==> config.mk <==
export PLATFORM = sky130hd
export DESIGN_NAME = fetch_queue
export DESIGN_NICKNAME = d
export VERILOG_FILES = /design/src/rtl/fetch_queue.sv
export SDC_FILE = /design/constraint.sdc
export NUM_CORES = 1
export LEC_CHECK = 0
export CORE_MARGIN = 1
export CORE_UTILIZATION = 45
export CTS_CLUSTER_SIZE = 20
export DETAILED_ROUTE_END_ITERATION = 8
export DONT_BUFFER_PORTS = 1
export PLACE_DENSITY = 0.7
export SLEW_MARGIN = 20
export SYNTH_ARGS = -nofsm -noshare
export SYNTH_HDL_FRONTEND = slang
export SYNTH_SLANG_ARGS = --single-unit
==> constraint.sdc <==
create_clock -name clk_i -period 7 [get_ports clk_i]
set_input_delay 0.7 -clock clk_i [delete_from_list [all_inputs] [get_ports clk_i]]
set_output_delay 0.7 -clock clk_i [all_outputs]
set_load 0.02 [all_outputs]
==> src/rtl/fetch_queue.sv <==
// Instruction fetch front-end: owns the fetch PC, issues single outstanding
// word reads over req/ack, and queues returned instructions for decode.
module fetch_queue #(
  parameter int unsigned DEPTH    = 4,
  parameter logic [31:0] RESET_PC = 32'h0000_0000
) (
  input  logic                   clk_i,
  input  logic                   rst_i,
  input  logic                   start_i,
  output logic                   imem_req_o,
  output logic [31:0]            imem_addr_o,
  input  logic                   imem_ack_i,
  input  logic [31:0]            imem_data_i,
  input  logic                   redirect_i,
  input  logic [31:0]            redirect_pc_i,
  output logic                   inst_valid_o,
  input  logic                   inst_ready_i,
  output logic [31:0]            inst_o,
  output logic [31:0]            pc_o,
  output logic [31:0]            pc_plus4_o,
  output logic [$clog2(DEPTH):0] count_o
);

  localparam int unsigned AW = $clog2(DEPTH);
  localparam int unsigned CW = AW + 1;

  typedef enum logic [1:0] {
    S_IDLE  = 2'd0,
    S_REQ   = 2'd1,
    S_DRAIN = 2'd2
  } state_t;

  state_t         r_state;
  state_t         w_state_nxt;

  logic [31:0]    r_pc;
  logic [31:0]    r_addr;
  logic [31:0]    r_inst [DEPTH];
  logic [31:0]    r_ipc  [DEPTH];
  logic [AW-1:0]  r_rd;
  logic [AW-1:0]  r_wr;
  logic [CW-1:0]  r_count;

  logic           w_pop;
  logic           w_push;
  logic [CW-1:0]  w_count_nxt;
  logic           w_room;
  logic [31:0]    w_redirect_pc;
  logic [31:0]    w_pc_nxt;
  logic           w_addr_load;

  // Handshake qualifiers shared by the FSM and the FIFO.
  assign w_pop         = (r_count != '0) && inst_ready_i;
  assign w_push        = (r_state == S_REQ) && imem_ack_i && !redirect_i;
  assign w_count_nxt   = redirect_i ? '0
                                    : r_count + CW'(w_push) - CW'(w_pop);
  assign w_room        = w_count_nxt < CW'(DEPTH);
  assign w_redirect_pc = redirect_pc_i & ~32'h0000_0003;

  // State register.
  always_ff @(posedge clk_i) begin
    if (rst_i) begin
      r_state <= S_IDLE;
    end else begin
      r_state <= w_state_nxt;
    end
  end

  // Next-state logic; a request can never be withdrawn once issued.
  always_comb begin
    w_state_nxt = r_state;
    case (r_state)
      S_IDLE: begin
        if (start_i && !redirect_i && w_room) begin
          w_state_nxt = S_REQ;
        end
      end
      S_REQ: begin
        if (redirect_i) begin
          if (imem_ack_i) begin
            w_state_nxt = start_i ? S_REQ : S_IDLE;
          end else begin
            w_state_nxt = S_DRAIN;
          end
        end else if (imem_ack_i) begin
          w_state_nxt = (start_i && w_room) ? S_REQ : S_IDLE;
        end
      end
      S_DRAIN: begin
        if (imem_ack_i) begin
          w_state_nxt = start_i ? S_REQ : S_IDLE;
        end
      end
      default: w_state_nxt = S_IDLE;
    endcase
  end

  // Output/datapath control: fetch PC update and new-request address load.
  always_comb begin
    w_pc_nxt    = r_pc;
    w_addr_load = 1'b0;
    if (redirect_i) begin
      w_pc_nxt = w_redirect_pc;
    end else if (w_push) begin
      w_pc_nxt = r_pc + 32'd4;
    end
    if ((w_state_nxt == S_REQ) && ((r_state == S_IDLE) || imem_ack_i)) begin
      w_addr_load = 1'b1;
    end
  end

  // Fetch PC and request address registers.
  always_ff @(posedge clk_i) begin
    if (rst_i) begin
      r_pc   <= RESET_PC;
      r_addr <= RESET_PC;
    end else begin
      r_pc <= w_pc_nxt;
      if (w_addr_load) begin
        r_addr <= w_pc_nxt;
      end
    end
  end

  // Instruction FIFO; storage is cleared on reset so the head reads as zero.
  always_ff @(posedge clk_i) begin
    if (rst_i) begin
      r_rd    <= '0;
      r_wr    <= '0;
      r_count <= '0;
      for (int i = 0; i < int'(DEPTH); i++) begin
        r_inst[i] <= '0;
        r_ipc[i]  <= '0;
      end
    end else begin
      r_count <= w_count_nxt;
      if (redirect_i) begin
        r_rd <= '0;
        r_wr <= '0;
      end else begin
        if (w_push) begin
          r_inst[r_wr] <= imem_data_i;
          r_ipc[r_wr]  <= r_addr;
          r_wr         <= r_wr + AW'(1);
        end
        if (w_pop) begin
          r_rd <= r_rd + AW'(1);
        end
      end
    end
  end

  assign imem_req_o   = (r_state != S_IDLE);
  assign imem_addr_o  = r_addr;
  assign inst_valid_o = (r_count != '0);
  assign inst_o       = r_inst[r_rd];
  assign pc_o         = r_ipc[r_rd];
  assign pc_plus4_o   = r_ipc[r_rd] + 32'd4;
  assign count_o      = r_count;

endmodule
==> results of run 1 <==
[sequential cells by signal, summed over array words and instances, names as in the netlist, named ones only]
signal / flops
count_o: 3
imem_addr_o: 32
r_ipc: 128
r_pc: 32
r_wr: 2
r_inst: 128
r_rd: 2
r_state: 2
[worst register-to-register path, stage by stage, from the launching register on]
cell and delay (ps):
sky130_fd_sc_hd__dfxtp_1 400, sky130_fd_sc_hd__or3_1 500, sky130_fd_sc_hd__and2_1 260, sky130_fd_sc_hd__ha_1 290
sky130_fd_sc_hd__inv_1 40, sky130_fd_sc_hd__ha_1 180, sky130_fd_sc_hd__fa_1 370, sky130_fd_sc_hd__xor3_1 240
sky130_fd_sc_hd__nor2_1 120, sky130_fd_sc_hd__o41ai_1 100, sky130_fd_sc_hd__and2_1 170, sky130_fd_sc_hd__buf_4 250
sky130_fd_sc_hd__nor2_1 800, sky130_fd_sc_hd__o22a_1 270
[power by group through the flow]
stage               Combinational (uW)  Clock, uW  Sequential [uW]
finish                             238       1870             2290
global placement                   233          0             2330
global route                       258       1990             2300
floorplan                          195          0             2300
detailed placement                 236          0             2330
CTS                                237       1910             2290
[stage by stage]
step / cell area, um2 / utilization / cells / hold slack, ps / setup slack (ps)
after detailed placement: 15300 / 0.468 / 1500 / 446 / 2840
after CTS: 16400 / 0.504 / 1566 / 235 / 2510
final: 16500 / 0.506 / 1571 / 257 / 2630
after global routing: 16500 / 0.506 / 1569 / 229 / 2370
after floorplan: 14900 / - / 1115 / 429 / 2430
after global placement: 15300 / 0.468 / 1500 / 440 / 2860
[routing by layer]
metal	vias to the layer above	global-route usage
met2	273	0.343
li1	4039	-
met4	0	0.0583
met3	46	0.0512
met5	-	0
met1	4383	0.280
[final cells by class]
class	instances	area, um2	area share
diodes	2	5.00	0.000303
clock buffers	47	995	0.0602
repair buffers	15	150	0.00909
multi-input cells	689	5340	0.323
clock inverters	19	175	0.0106
inverters	26	97.6	0.00591
flip-flops and latches	331	9200	0.557
well taps	442	553	0.0335
[synth_stat cells, types with 2 or more instances]
cell                       number
sky130_fd_sc_hd__a31oi_1        2
sky130_fd_sc_hd__nand2b_1      10
sky130_fd_sc_hd__and3_1        57
sky130_fd_sc_hd__nand3b_1       4
sky130_fd_sc_hd__or2_2          5
sky130_fd_sc_hd__o22ai_1        7
sky130_fd_sc_hd__buf_1          6
sky130_fd_sc_hd__nor3_1        22
sky130_fd_sc_hd__or4_4          2
sky130_fd_sc_hd__mux2i_1        9
sky130_fd_sc_hd__inv_1         25
sky130_fd_sc_hd__a211oi_1       7
sky130_fd_sc_hd__dfxtp_1       75
sky130_fd_sc_hd__o21ai_0        3
sky130_fd_sc_hd__nor2_1        94
sky130_fd_sc_hd__clkbuf_8       2
sky130_fd_sc_hd__xor2_1        28
sky130_fd_sc_hd__xnor2_1       26
sky130_fd_sc_hd__a21o_1         3
sky130_fd_sc_hd__o22a_1        16
sky130_fd_sc_hd__or3_1          8
sky130_fd_sc_hd__a21oi_1       14
sky130_fd_sc_hd__clkbuf_1      41
sky130_fd_sc_hd__nand2_1       63
sky130_fd_sc_hd__nand4_1       13
sky130_fd_sc_hd__o21bai_1       2
sky130_fd_sc_hd__nor4_1         7
sky130_fd_sc_hd__ha_1           4
sky130_fd_sc_hd__mux4_2        64
sky130_fd_sc_hd__nor2b_1        4
sky130_fd_sc_hd__buf_2         10
sky130_fd_sc_hd__and4_1         3
sky130_fd_sc_hd__edfxtp_1     256
sky130_fd_sc_hd__buf_4          3
sky130_fd_sc_hd__buf_6          5
sky130_fd_sc_hd__o41ai_1        4
sky130_fd_sc_hd__nand3_1       15
sky130_fd_sc_hd__and2_1       175
[final timing paths]
check                           startpoint  cells past startpoint         endpoint  slack, ps
worst min-delay path                 rst_i                      1  imem_addr_o[20]        260
worst max-delay path                  flop                      7   pc_plus4_o[30]       2630
worst max register to register  count_o[1]                     13  imem_addr_o[10]       2960
worst min register to register     r_pc[0]                      1          r_pc[0]        460
[logic make-up (layout without fill, tap and decap cells)]
group | count (synthesis) | in the layout | synth area share
buffers and inverters | 95 | 107 | 0.0303
and+or+nand+nor | 492 | 492 | 0.182
DFF | 331 | 331 | 0.616
adders and majority gates | 5 | 5 | 0.00469
other | 0 | 2 | 0
muxes | 73 | 73 | 0.103
xor gates and xnor gates | 55 | 55 | 0.0333
AOI/OAI and AO/OA | 64 | 64 | 0.0313
==> Flow_metrics.wiki, run 1 <==
{| class="wikitable"
! Metric !! Value
|-
| DR pass1 iterations || 5
|-
| # resized after CTS || 0
|-
| Clock latency on the worst-skew pair || 520 ps
|-
| Wire length per cell after detailed routing || 22.1 um
|-
| Setup Buffers After CTS || 0
|-
| Half-perimeter wire length after placement || 21,000 um
|-
| Clk_skew || 17.8 ps
|-
| FF+latch count, synth || 331
|-
| Aggregate routed wire length || 34,800 um
|-
| Vias after detailed routing || 8,741
|-
| Overall track demand over capacity in global routing || 0.210
|-
| Class of the most critical setup path || flop to output pin
|-
| Final Setup Violations || 0
|-
| Net count of the finished layout || 1,175
|-
| Starting utilization of the core area || 0.458
|-
| Post-Synthesis Net Count || 1,190
|-
| Area of the mapped netlist || 14,900 um2
|-
| Critical-path cell list || buf_4 -> mux4_2 -> and2_1 -> and3_1 -> nand2_1 -> nor2_1 -> xor2_1
|-
| Top-level port count || 203
|-
| Cell at the root of the clock tree || sky130_fd_sc_hd__clkbuf_16
|-
| Worst hold path type || primary input to flop
|-
| Slew of the pin with the lowest slew margin || 1060 ps
|-
| Number of buffers added to fix hold violations after cts || 0
|-
| Largest fanout on the critical path || 35
|-
| Worst setup SP type || flop
|-
| Critical path's top delay family || flip-flops
|-
| Total length of routed met2 wires || 16,700 um
|-
| Setup total negative slack || 0 ps
|-
| Arrival time reported for the critical path endpoint || 3670 ps
|-
| Max stage delay on crit path || 770 ps
|-
| Final worst path period need || 4370 ps
|-
| VDD IR-drop max || 0.166 mV
|-
| Met3 Wirelength || 2430 um
|-
| Cell taking the most area after synthesis || sky130_fd_sc_hd__edfxtp_1
|-
| Result of the run || complete, no violations
|-
| DRT antenna net count || 0
|-
| Yosys warns || 0
|-
| Worst slew margin relative to its limit || 0.293
|-
| Leakage Power || 0.00616 uW
|-
| Internal power summed over all cells || 3390 uW
|-
| Top sig layer || met4
|-
| Clock tree from TritonCTS || yes
|-
| Initial antenna violation count || 0
|-
| Crit path max-delay cell type || sky130_fd_sc_hd__dfxtp_4
|-
| Die area || 33,900 um2
|-
| Synth top area share || 0.515
|-
| Seq/Total Area, Yosys || 0.616
|-
| Share of power burned in registers || 0.520
|-
| Maximum number of pins on one net before global-route repair || 65
|-
| Top library cells by usage in the layout, fill and taps aside || sky130_fd_sc_hd__edfxtp_1, sky130_fd_sc_hd__and2_1, sky130_fd_sc_hd__nor2_1
|-
| Clk slew on worst S/H paths || 50 ps
|-
| Share of final-layout standard cells stronger than drive strength 1 || 0.138
|-
| DRC viols || 0
|-
| Sum of overflow across all layers after global routing || 0
|-
| Max Clk Rate || 0.229 GHz
|-
| Biggest area contributors in the synthesized netlist || sky130_fd_sc_hd__edfxtp_1, sky130_fd_sc_hd__dfxtp_1, sky130_fd_sc_hd__mux4_2, sky130_fd_sc_hd__and2_1, sky130_fd_sc_hd__and3_1
|-
| Required @ worst endpoint || 6300 ps
|-
| Vias per cell || 5.56
|-
| Kind of end point of the critical path || output pin
|-
| Total count of max-transition violations in the final report || 0
|-
| Met1 wire length || 14,900 um
|-
| Setup repair after global routing missed its margin || no
|-
| Area of the placeable core || 32,600 um2
|-
| Tcrit/Tclk final || 0.625
|-
| Layout filler cell count || 2,751
|-
| Power Total || 4400 uW
|-
| Share of power burned in combinational logic || 0.054
|-
| Power density normalized to cell area || 267 nW/um2
|-
| Number of levels in the clock H-tree || 2
|-
| Area grow syn2layout || 10.6%
|-
| Vias in the first global route || 9,115
|-
| Core Rows || 66
|-
| Post-Synthesis Cells || 1,115
|-
| Share of total power in the clock network || 0.426
|-
| Proportion of total power due to net switching || 0.230
|-
| Most frequent standard cell in the layout excluding fill and tap cells || sky130_fd_sc_hd__edfxtp_1
|-
| Number of buffers inserted during clock tree synthesis || 37
|-
| Switching power total || 1010 uW
|-
| Syn Area/Cell || 13.4 um2
|-
| Global placement routability congestion || 0.836
|-
| Number of flops mapped to enable cells by yosys || 256
|-
| Number of distinct library cells after synthesis || 59
|-
| Number of buffers on the longest clock path || 3
|-
| Detailed router's first-iteration violation count || 626
|-
| Die X || 184 um
|-
| Max-cap check violation count || 0
|-
| Die Ht || 184 um
|-
| Number of hold-slack violations in the final timing report || 0
|-
| Number of port buffers || 0
|-
| Count of clock tree sinks || 331
|-
| Sum of buffers and inverters on the critical path || 1
|-
| Most used flip-flop cell after synthesis || sky130_fd_sc_hd__edfxtp_1
|-
| Share of async-settable or async-resettable flops after synthesis || 0
|-
| Wire length of the first global-routing pass || 53,500 um
|}
Power figures use the tool's default switching activity.
==> inputs of run 2 (changes only) <==
ABC_AREA = 1   (was not set)
clock period = 4.2 ns   (was 7 ns; I/O delays follow)
==> Flow_metrics.wiki, run 2 <==
{| class="wikitable"
! Metric !! Value
|-
| Max Clk Rate || 0.257 GHz
|-
| Number of levels in the clock H-tree || 2 (unchanged)
|-
| Clk slew on worst S/H paths || 60 ps (about the same)
|-
| Leakage Power || 0.00700 uW (+14%)
|-
| Area of all placed cells without fillers || 17,600 um2 (+6.5%)
|-
| Number of flops mapped to enable cells by yosys || 256 (unchanged)
|-
| Number of buffers on the longest clock path || 3 (unchanged)
|-
| Most used flip-flop cell after synthesis || sky130_fd_sc_hd__edfxtp_1
|-
| Share of total power in the clock network || 0.422 (-0.004)
|-
| Number of distinct library cells after synthesis || 41 (-31%)
|-
| Post-Synthesis Cells || 1,819 (+63%)
|-
| Synth top area share || 0.486 (-0.0290)
|-
| Tcrit/Tclk final || 0.927
|-
| Hold_sp || redirect_pc_i[15]
|-
| Final design utilization || 0.509 (+0.00273)
|-
| # diodes || 0 (-2)
|-
| Overall track demand over capacity in global routing || 0.241 (+0.0302)
|-
| Final hold slack || 37.0 ps (-220 ps)
|-
| Post-Place Cell Area || 16,400 um2 (+7.2%)
|-
| Share of final-layout standard cells stronger than drive strength 1 || 0.0784 (-0.0600)
|-
| Setup repair after global routing missed its margin || no
|-
| Maximum number of pins on one net before global-route repair || 75 (+15%)
|-
| DRC viols || 0 (unchanged)
|-
| Internal power summed over all cells || 5710 uW (+68%)
|-
| Startpoint of the worst register-to-register path || count_o[1]
|-
| Wire length of the first global-routing pass || 66,400 um (+24%)
|-
| Count of clock tree sinks || 331 (unchanged)
|-
| Clock tree from TritonCTS || yes
|-
| Die X || 189 um (+2.9%)
|-
| Share of power burned in registers || 0.507 (-0.013)
|-
| Vias per cell || 5.35 (-3.9%)
|-
| Proportion of total power due to net switching || 0.240 (+0.0102)
|-
| Final Setup Violations || 0 (unchanged)
|-
| Initial antenna violation count || 0 (unchanged)
|-
| Die Ht || 189 um (+2.9%)
|-
| Cell at the root of the clock tree || sky130_fd_sc_hd__clkbuf_16
|-
| Worst hold path type || primary input to flop
|-
| Vias after detailed routing || 12,261 (+40%)
|-
| Seq/Total Area, Yosys || 0.581 (-0.0346)
|-
| Arrival time reported for the critical path endpoint || 3470 ps (-200 ps)
|-
| Biggest area contributors in the synthesized netlist || sky130_fd_sc_hd__edfxtp_1, sky130_fd_sc_hd__nor2_1, sky130_fd_sc_hd__dfxtp_1, sky130_fd_sc_hd__nand2_1, sky130_fd_sc_hd__inv_1
|-
| Largest registers || r_inst x128, r_ipc x128
|-
| Global placement routability congestion || 0.965 (+15%)
|-
| Most frequent cell after synthesis || sky130_fd_sc_hd__nor2_1
|-
| Slew of the pin with the lowest slew margin || 1120 ps (+59.9 ps)
|-
| Clock latency on the worst-skew pair || 520 ps (about the same)
|-
| Number of hold-slack violations in the final timing report || 0 (unchanged)
|-
| Worst setup SP type || flop
|-
| Sum of overflow across all layers after global routing || 0 (unchanged)
|-
| Yosys warns || 0 (unchanged)
|-
| Number of buffers inserted during clock tree synthesis || 35 (-5.4%)
|-
| Wire length per cell after detailed routing || 18.9 um (-15%)
|-
| Result of the run || complete, no violations
|-
| Power density normalized to cell area || 427 nW/um2 (+60%)
|-
| Cell taking the most area after synthesis || sky130_fd_sc_hd__edfxtp_1
|-
| VDD IR-drop max || 0.423 mV (+160%)
|-
| Area of the placeable core || 34,500 um2 (+5.9%)
|-
| Largest fanout on the critical path || 38 (+8.6%)
|-
| Number of port buffers || 0 (unchanged)
|-
| Synth cell count leaders || sky130_fd_sc_hd__nor2_1, sky130_fd_sc_hd__nand2_1, sky130_fd_sc_hd__edfxtp_1, sky130_fd_sc_hd__inv_1, sky130_fd_sc_hd__o21ai_0
|-
| Core Rows || 68 (+3.0%)
|-
| Setup total negative slack || 0 ps (unchanged)
|-
| Syn Area/Cell || 8.70 um2 (-35%)
|-
| Kind of end point of the critical path || output pin
|-
| Net count of the finished layout || 1,889 (+61%)
|-
| Aggregate routed wire length || 43,200 um (+24%)
|-
| Die area || 35,900 um2 (+5.9%)
|-
| Class of the most critical setup path || flop to output pin
|-
| Total count of max-transition violations in the final report || 0 (unchanged)
|-
| Max-cap check violation count || 0 (unchanged)
|-
| Post-Synthesis Net Count || 1,894 (+59%)
|-
| Required @ worst endpoint || 3780 ps (-2520 ps)
|-
| Area grow syn2layout || 11.1%
|-
| Final worst path period need || 3890 ps
|-
| Detailed router's first-iteration violation count || 1,089 (+74%)
|-
| Top-level port count || 203 (unchanged)
|-
| Most frequent standard cell in the layout excluding fill and tap cells || sky130_fd_sc_hd__nor2_1
|-
| Vias in the first global route || 11,793 (+29%)
|-
| Half-perimeter wire length after placement || 28,000 um (+33%)
|-
| Share of power burned in combinational logic || 0.071 (+0.017)
|-
| FF+latch count, synth || 331 (unchanged)
|-
| Switching power total || 1800 uW (+78%)
|-
| Worst slew margin relative to its limit || 0.250 (-0.0427)
|-
| Top library cells by usage in the layout, fill and taps aside || sky130_fd_sc_hd__nor2_1, sky130_fd_sc_hd__nand2_1, sky130_fd_sc_hd__edfxtp_1
|-
| Starting utilization of the core area || 0.458 (about the same)
|-
| DRT antenna net count || 0 (unchanged)
|-
| Clk_skew || 25.7 ps (+7.88 ps)
|-
| Area of the mapped netlist || 15,800 um2 (+6.0%)
|-
| Share of async-settable or async-resettable flops after synthesis || 0 (unchanged)
|-
| DR pass1 iterations || 5 (unchanged)
|}
## run 2: changes by cell type after synthesis, moves of 19 or more
cell and delta:
sky130_fd_sc_hd__and2_1 -167, sky130_fd_sc_hd__and3_1 -57, sky130_fd_sc_hd__buf_2 +19, sky130_fd_sc_hd__inv_1 +193
sky130_fd_sc_hd__mux4_2 -64, sky130_fd_sc_hd__nand2_1 +248, sky130_fd_sc_hd__nand3_1 +52, sky130_fd_sc_hd__nor2_1 +333
sky130_fd_sc_hd__nor3_1 +41, sky130_fd_sc_hd__o211ai_1 +19, sky130_fd_sc_hd__o21ai_0 +113, sky130_fd_sc_hd__o22ai_1 +28
## run 2: stage by stage
| stage | std cells | setup slack, ps | power (uW) |
|---|---|---|---|
| 6_report | 2292 | 307 | 7510 |
| 3_5_place_dp | 2230 | 584 | 4400 |
| 4_1_cts | 2292 | 199 | 7540 |
| 5_1_grt | 2292 | 104 | 7740 |
| 2_1_floorplan | 1819 | 903 | 4210 |
| 3_3_place_gp | 2230 | 679 | 4390 |
## run 2: power groups by stage
stage | sequential [uW] | combinational (uW) | clock (uW)
CTS | 3810 | 533 | 3200
finish | 3810 | 532 | 3170
floorplan | 3830 | 375 | 0
detailed placement | 3880 | 525 | 0
global route | 3820 | 586 | 3330
global placement | 3870 | 516 | 0
## run 2: layer usage
| layer | GRT usage | part of all wire |
|---|---|---|
| met1 | 0.311 | 0.41 |
| met5 | 0 | 0 |
| met3 | 0.0560 | 0.090 |
| met4 | 0.0884 | 0.035 |
| met2 | 0.393 | 0.47 |
## run 2: kinds of logic (layout without fill, tap and decap cells)
family,Yosys count,after routing,share of synthesized area
adder cells (fa/ha/maj),5,5,0.00443
AO/OA/AOI/OAI,221,221,0.0776
AND/OR/NAND/NOR,916,916,0.238
XOR/XNOR,26,26,0.0144
buffers and inverters,320,338,0.0848
flip-flops,331,331,0.581
## run 2: critical path, cell delays in order, from the launching register on
cell	delay, ps
sky130_fd_sc_hd__dfxtp_4	630
sky130_fd_sc_hd__buf_4	430
sky130_fd_sc_hd__nand2_1	100
sky130_fd_sc_hd__nand3_1	100
sky130_fd_sc_hd__nand2_1	60
sky130_fd_sc_hd__buf_4	180
sky130_fd_sc_hd__inv_1	220
sky130_fd_sc_hd__ha_1	200
sky130_fd_sc_hd__inv_1	100
sky130_fd_sc_hd__nor2_4	210
sky130_fd_sc_hd__inv_1	60
sky130_fd_sc_hd__nor2_1	200
sky130_fd_sc_hd__nand2_1	100
sky130_fd_sc_hd__xor2_1	170
sky130_fd_sc_hd__buf_4	170
## run 2: final timing paths
| path | slack [ps] | end | cells past startpoint |
|---|---|---|---|
| worst max register to register | 580 | imem_addr_o[13] | 20 |
| worst max-delay path | 310 | pc_plus4_o[30] | 14 |
| worst min-delay path | 40 | r_pc[15] | 2 |
| worst min register to register | 450 | r_pc[1] | 2 |
## run 2: area by class of cell
class	count	area (um2)
Clock buffer	46	957
Clock inverter	14	219
Fill cell	3221	17000
Inverter	225	851
Multi-Input combinational cell	1168	5340
Sequential cell	331	9190
Tap cell	455	569
Timing Repair Buffer	53	453
## run 2: what timing repair did
item                                   in CTS  in global routing
endpoints found under the hold margin      19                  0
setup buffers                               0                  0
resized for setup                           0                  1
hold buffers                                2                  0
setup endpoints to repair                   0                  4
==> inputs of run 3 (changes only) <==
CORE_UTILIZATION = 50   (was 45)
PLACE_DENSITY = 0.75   (was 0.7)
==> Flow_metrics.wiki, run 3 (synthesized netlist as in run 2, its figures left out) <==
{| class="wikitable"
! Metric !! Value
|-
| Core Rows || 64 (-5.9%)
|-
| Worst hold path type || primary input to flop
|-
| Overall track demand over capacity in global routing || 0.261 (+0.0203)
|-
| Final design utilization || 0.567 (+0.0578)
|-
| Post-Place Cell Area || 16,300 um2 (-0.53%)
|-
| Worst setup SP type || flop
|-
| Setup Buffers After CTS || 0 (unchanged)
|-
| Number of levels in the clock H-tree || 2 (unchanged)
|-
| Arrival time reported for the critical path endpoint || 3300 ps (-170 ps)
|-
| Violated checks || DRC
|-
| Area of the placeable core || 30,800 um2 (-11%)
|-
| Die Ht || 180 um (-5.1%)
|-
| Vias per cell || 5.53 (+3.5%)
|-
| Vias after detailed routing || 12,359 (+0.80%)
|-
| Maximum number of pins on one net before global-route repair || 131 (+75%)
|-
| Final Setup Violations || 0 (unchanged)
|-
| Clk_skew || 32.5 ps (+6.80 ps)
|-
| Max Clk Rate || 0.269 GHz (+4.6%)
|-
| Setup repair after global routing missed its margin || no
|-
| Total placed cells including tap cells || 2,166 (-2.9%)
|-
| Sum of overflow across all layers after global routing || 0 (unchanged)
|-
| Detailed router's first-iteration violation count || 1,115 (+2.4%)
|-
| DRC viols || 10 (+10)
|-
| Count of clock tree sinks || 331 (unchanged)
|-
| Die area || 32,300 um2 (-9.9%)
|-
| Result of the run || finished with violations
|-
| Number of port buffers || 0 (unchanged)
|-
| Crit path max-delay cell type || sky130_fd_sc_hd__inv_4
|-
| Vias in the first global route || 12,121 (+2.8%)
|-
| Slew of the pin with the lowest slew margin || 1070 ps (-47.3 ps)
|-
| Top-level port count || 203 (unchanged)
|-
| Worst slew margin relative to its limit || 0.282 (+0.0316)
|-
| Number of buffers inserted during clock tree synthesis || 36 (+2.9%)
|-
| Kind of end point of the critical path || output pin
|-
| Clock tree from TritonCTS || yes
|-
| # diodes || 0 (unchanged)
|-
| Largest fanout on the critical path || 66 (+74%)
|-
| Half-perimeter wire length after placement || 26,700 um (-4.3%)
|-
| Class of the most critical setup path || flop to output pin
|-
| Max-cap check violation count || 0 (unchanged)
|-
| Setup total negative slack || 0 ps (unchanged)
|-
| Layout filler cell count || 2,593 (-19%)
|-
| Wire length per cell after detailed routing || 19.0 um (+0.66%)
|-
| Top library cells by usage in the layout, fill and taps aside || sky130_fd_sc_hd__nor2_1, sky130_fd_sc_hd__nand2_1, sky130_fd_sc_hd__edfxtp_1
|-
| Leakage Power || 0.00696 uW (-0.61%)
|-
| Tcrit/Tclk final || 0.886 (-0.0410)
|-
| Area grow syn2layout || 10.5%
|-
| DR pass1 iterations || 8 (+3)
|-
| VDD IR-drop max || 0.278 mV (-34%)
|-
| Initial antenna violation count || 0 (unchanged)
|-
| Share of final-layout standard cells stronger than drive strength 1 || 0.0740 (-0.00435)
|-
| Power density normalized to cell area || 427 nW/um2 (about the same)
|-
| Net count of the finished layout || 1,885 (-0.21%)
|-
| Clock latency on the worst-skew pair || 540 ps (+20 ps)
|-
| Final cell count without fillers || 2,233 (-2.6%)
|-
| Wire length of the first global-routing pass || 65,800 um (-0.92%)
|-
| Total count of max-transition violations in the final report || 0 (unchanged)
|-
| Footprint of the multi-input gates || 5340 um2 (unchanged)
|-
| Max stage delay on crit path || 500 ps (-130 ps)
|-
| Number of hold-slack violations in the final timing report || 0 (unchanged)
|-
| Final hold slack || 59.9 ps (+22.9 ps)
|-
| Largest registers || r_inst x128, r_ipc x128
|-
| Required @ worst endpoint || 3780 ps (about the same)
|-
| Die X || 180 um (-5.1%)
|-
| Aggregate routed wire length || 42,400 um (-1.9%)
|-
| Critical-path cell list || inv_4 -> buf_4 -> nor2_1 -> nor2_1 -> o21ai_0 -> nand2_1 -> nand2_1 -> nor2_1 -> nand2_1 -> nor2_1 -> nand2_1 -> xor2_1 -> buf_4
|-
| Most frequent standard cell in the layout excluding fill and tap cells || sky130_fd_sc_hd__nor2_1
|-
| Number of buffers on the longest clock path || 3 (unchanged)
|-
| Global placement routability congestion || 0.937 (-2.9%)
|-
| Area occupied by registers || 9190 um2 (unchanged)
|-
| Area of all placed cells without fillers || 17,500 um2 (-0.61%)
|-
| Starting utilization of the core area || 0.513 (+0.0552)
|-
| Cell at the root of the clock tree || sky130_fd_sc_hd__clkbuf_16
|-
| # resized after CTS || 0 (unchanged)
|-
| Final worst path period need || 3720 ps (-172 ps)
|-
| DRT antenna net count || 0 (unchanged)
|-
| Clk slew on worst S/H paths || 60 ps (about the same)
|}
-- run 3: changes by cell type in the layout (fill, tap and decap cells not counted), sizes merged --
cell / change
buf: -5
bufinv: -1
clkinv: +4
clkinvlp: +2
inv: +1
clkbuf: -1
-- run 3: layout make-up --
type	count	share of cell area
Multi-Input combinational cell	1168	0.305
Inverter	225	0.0486
Timing Repair Buffer	48	0.0252
Clock buffer	45	0.0541
Tap cell	396	0.0284
Sequential cell	331	0.526
Clock inverter	20	0.0122
-- run 3: power by group --
part	switching, uW	total, uW	internal, uW
clock network	1280	3130	1850
logic	400	527	127
registers	147	3810	3660
total	1830	7460	5640
-- run 3: timing repair --
| item | 4_1_cts | 5_1_grt |
|---|---|---|
| hold buffers | 2 | 0 |
| setup endpoints to repair | 0 | 0 |
| endpoints found under the hold margin | 19 | 0 |
-- run 3: critical path: cells and delay by family, from the launching register on --
family | cells | cell delay (ps)
flops | 1 | 360
buf+inv | 3 | 1080
xor+xnor | 1 | 200
compound gates | 1 | 80
simple gates | 8 | 1010
-- run 3: path summary, 6_finish.rpt --
path,startpoint,to,slack [ps],cells after the start
max,flop,pc_plus4_o[30],480,13
min,redirect_pc_i[13],r_pc[13],60,2
max reg2reg,count_o[1],imem_addr_o[7],690,21
min reg2reg,r_pc[1],r_pc[1],460,2
-- run 3: metrics by stage --
| stage | setup WS (ps) | power (uW) |
|---|---|---|
| 2_1_floorplan | 903 | 4210 |
| 3_3_place_gp | 798 | 4380 |
| 3_5_place_dp | 665 | 4390 |
| 4_1_cts | 476 | 7490 |
| 5_1_grt | 207 | 7660 |
| 6_report | 479 | 7460 |
-- run 3: metal layers --
layer  global-route usage  part of all wire
met5                    0                 0
met4               0.0938             0.028
met3               0.0553             0.090
met2                0.444              0.48
met1                0.328              0.40
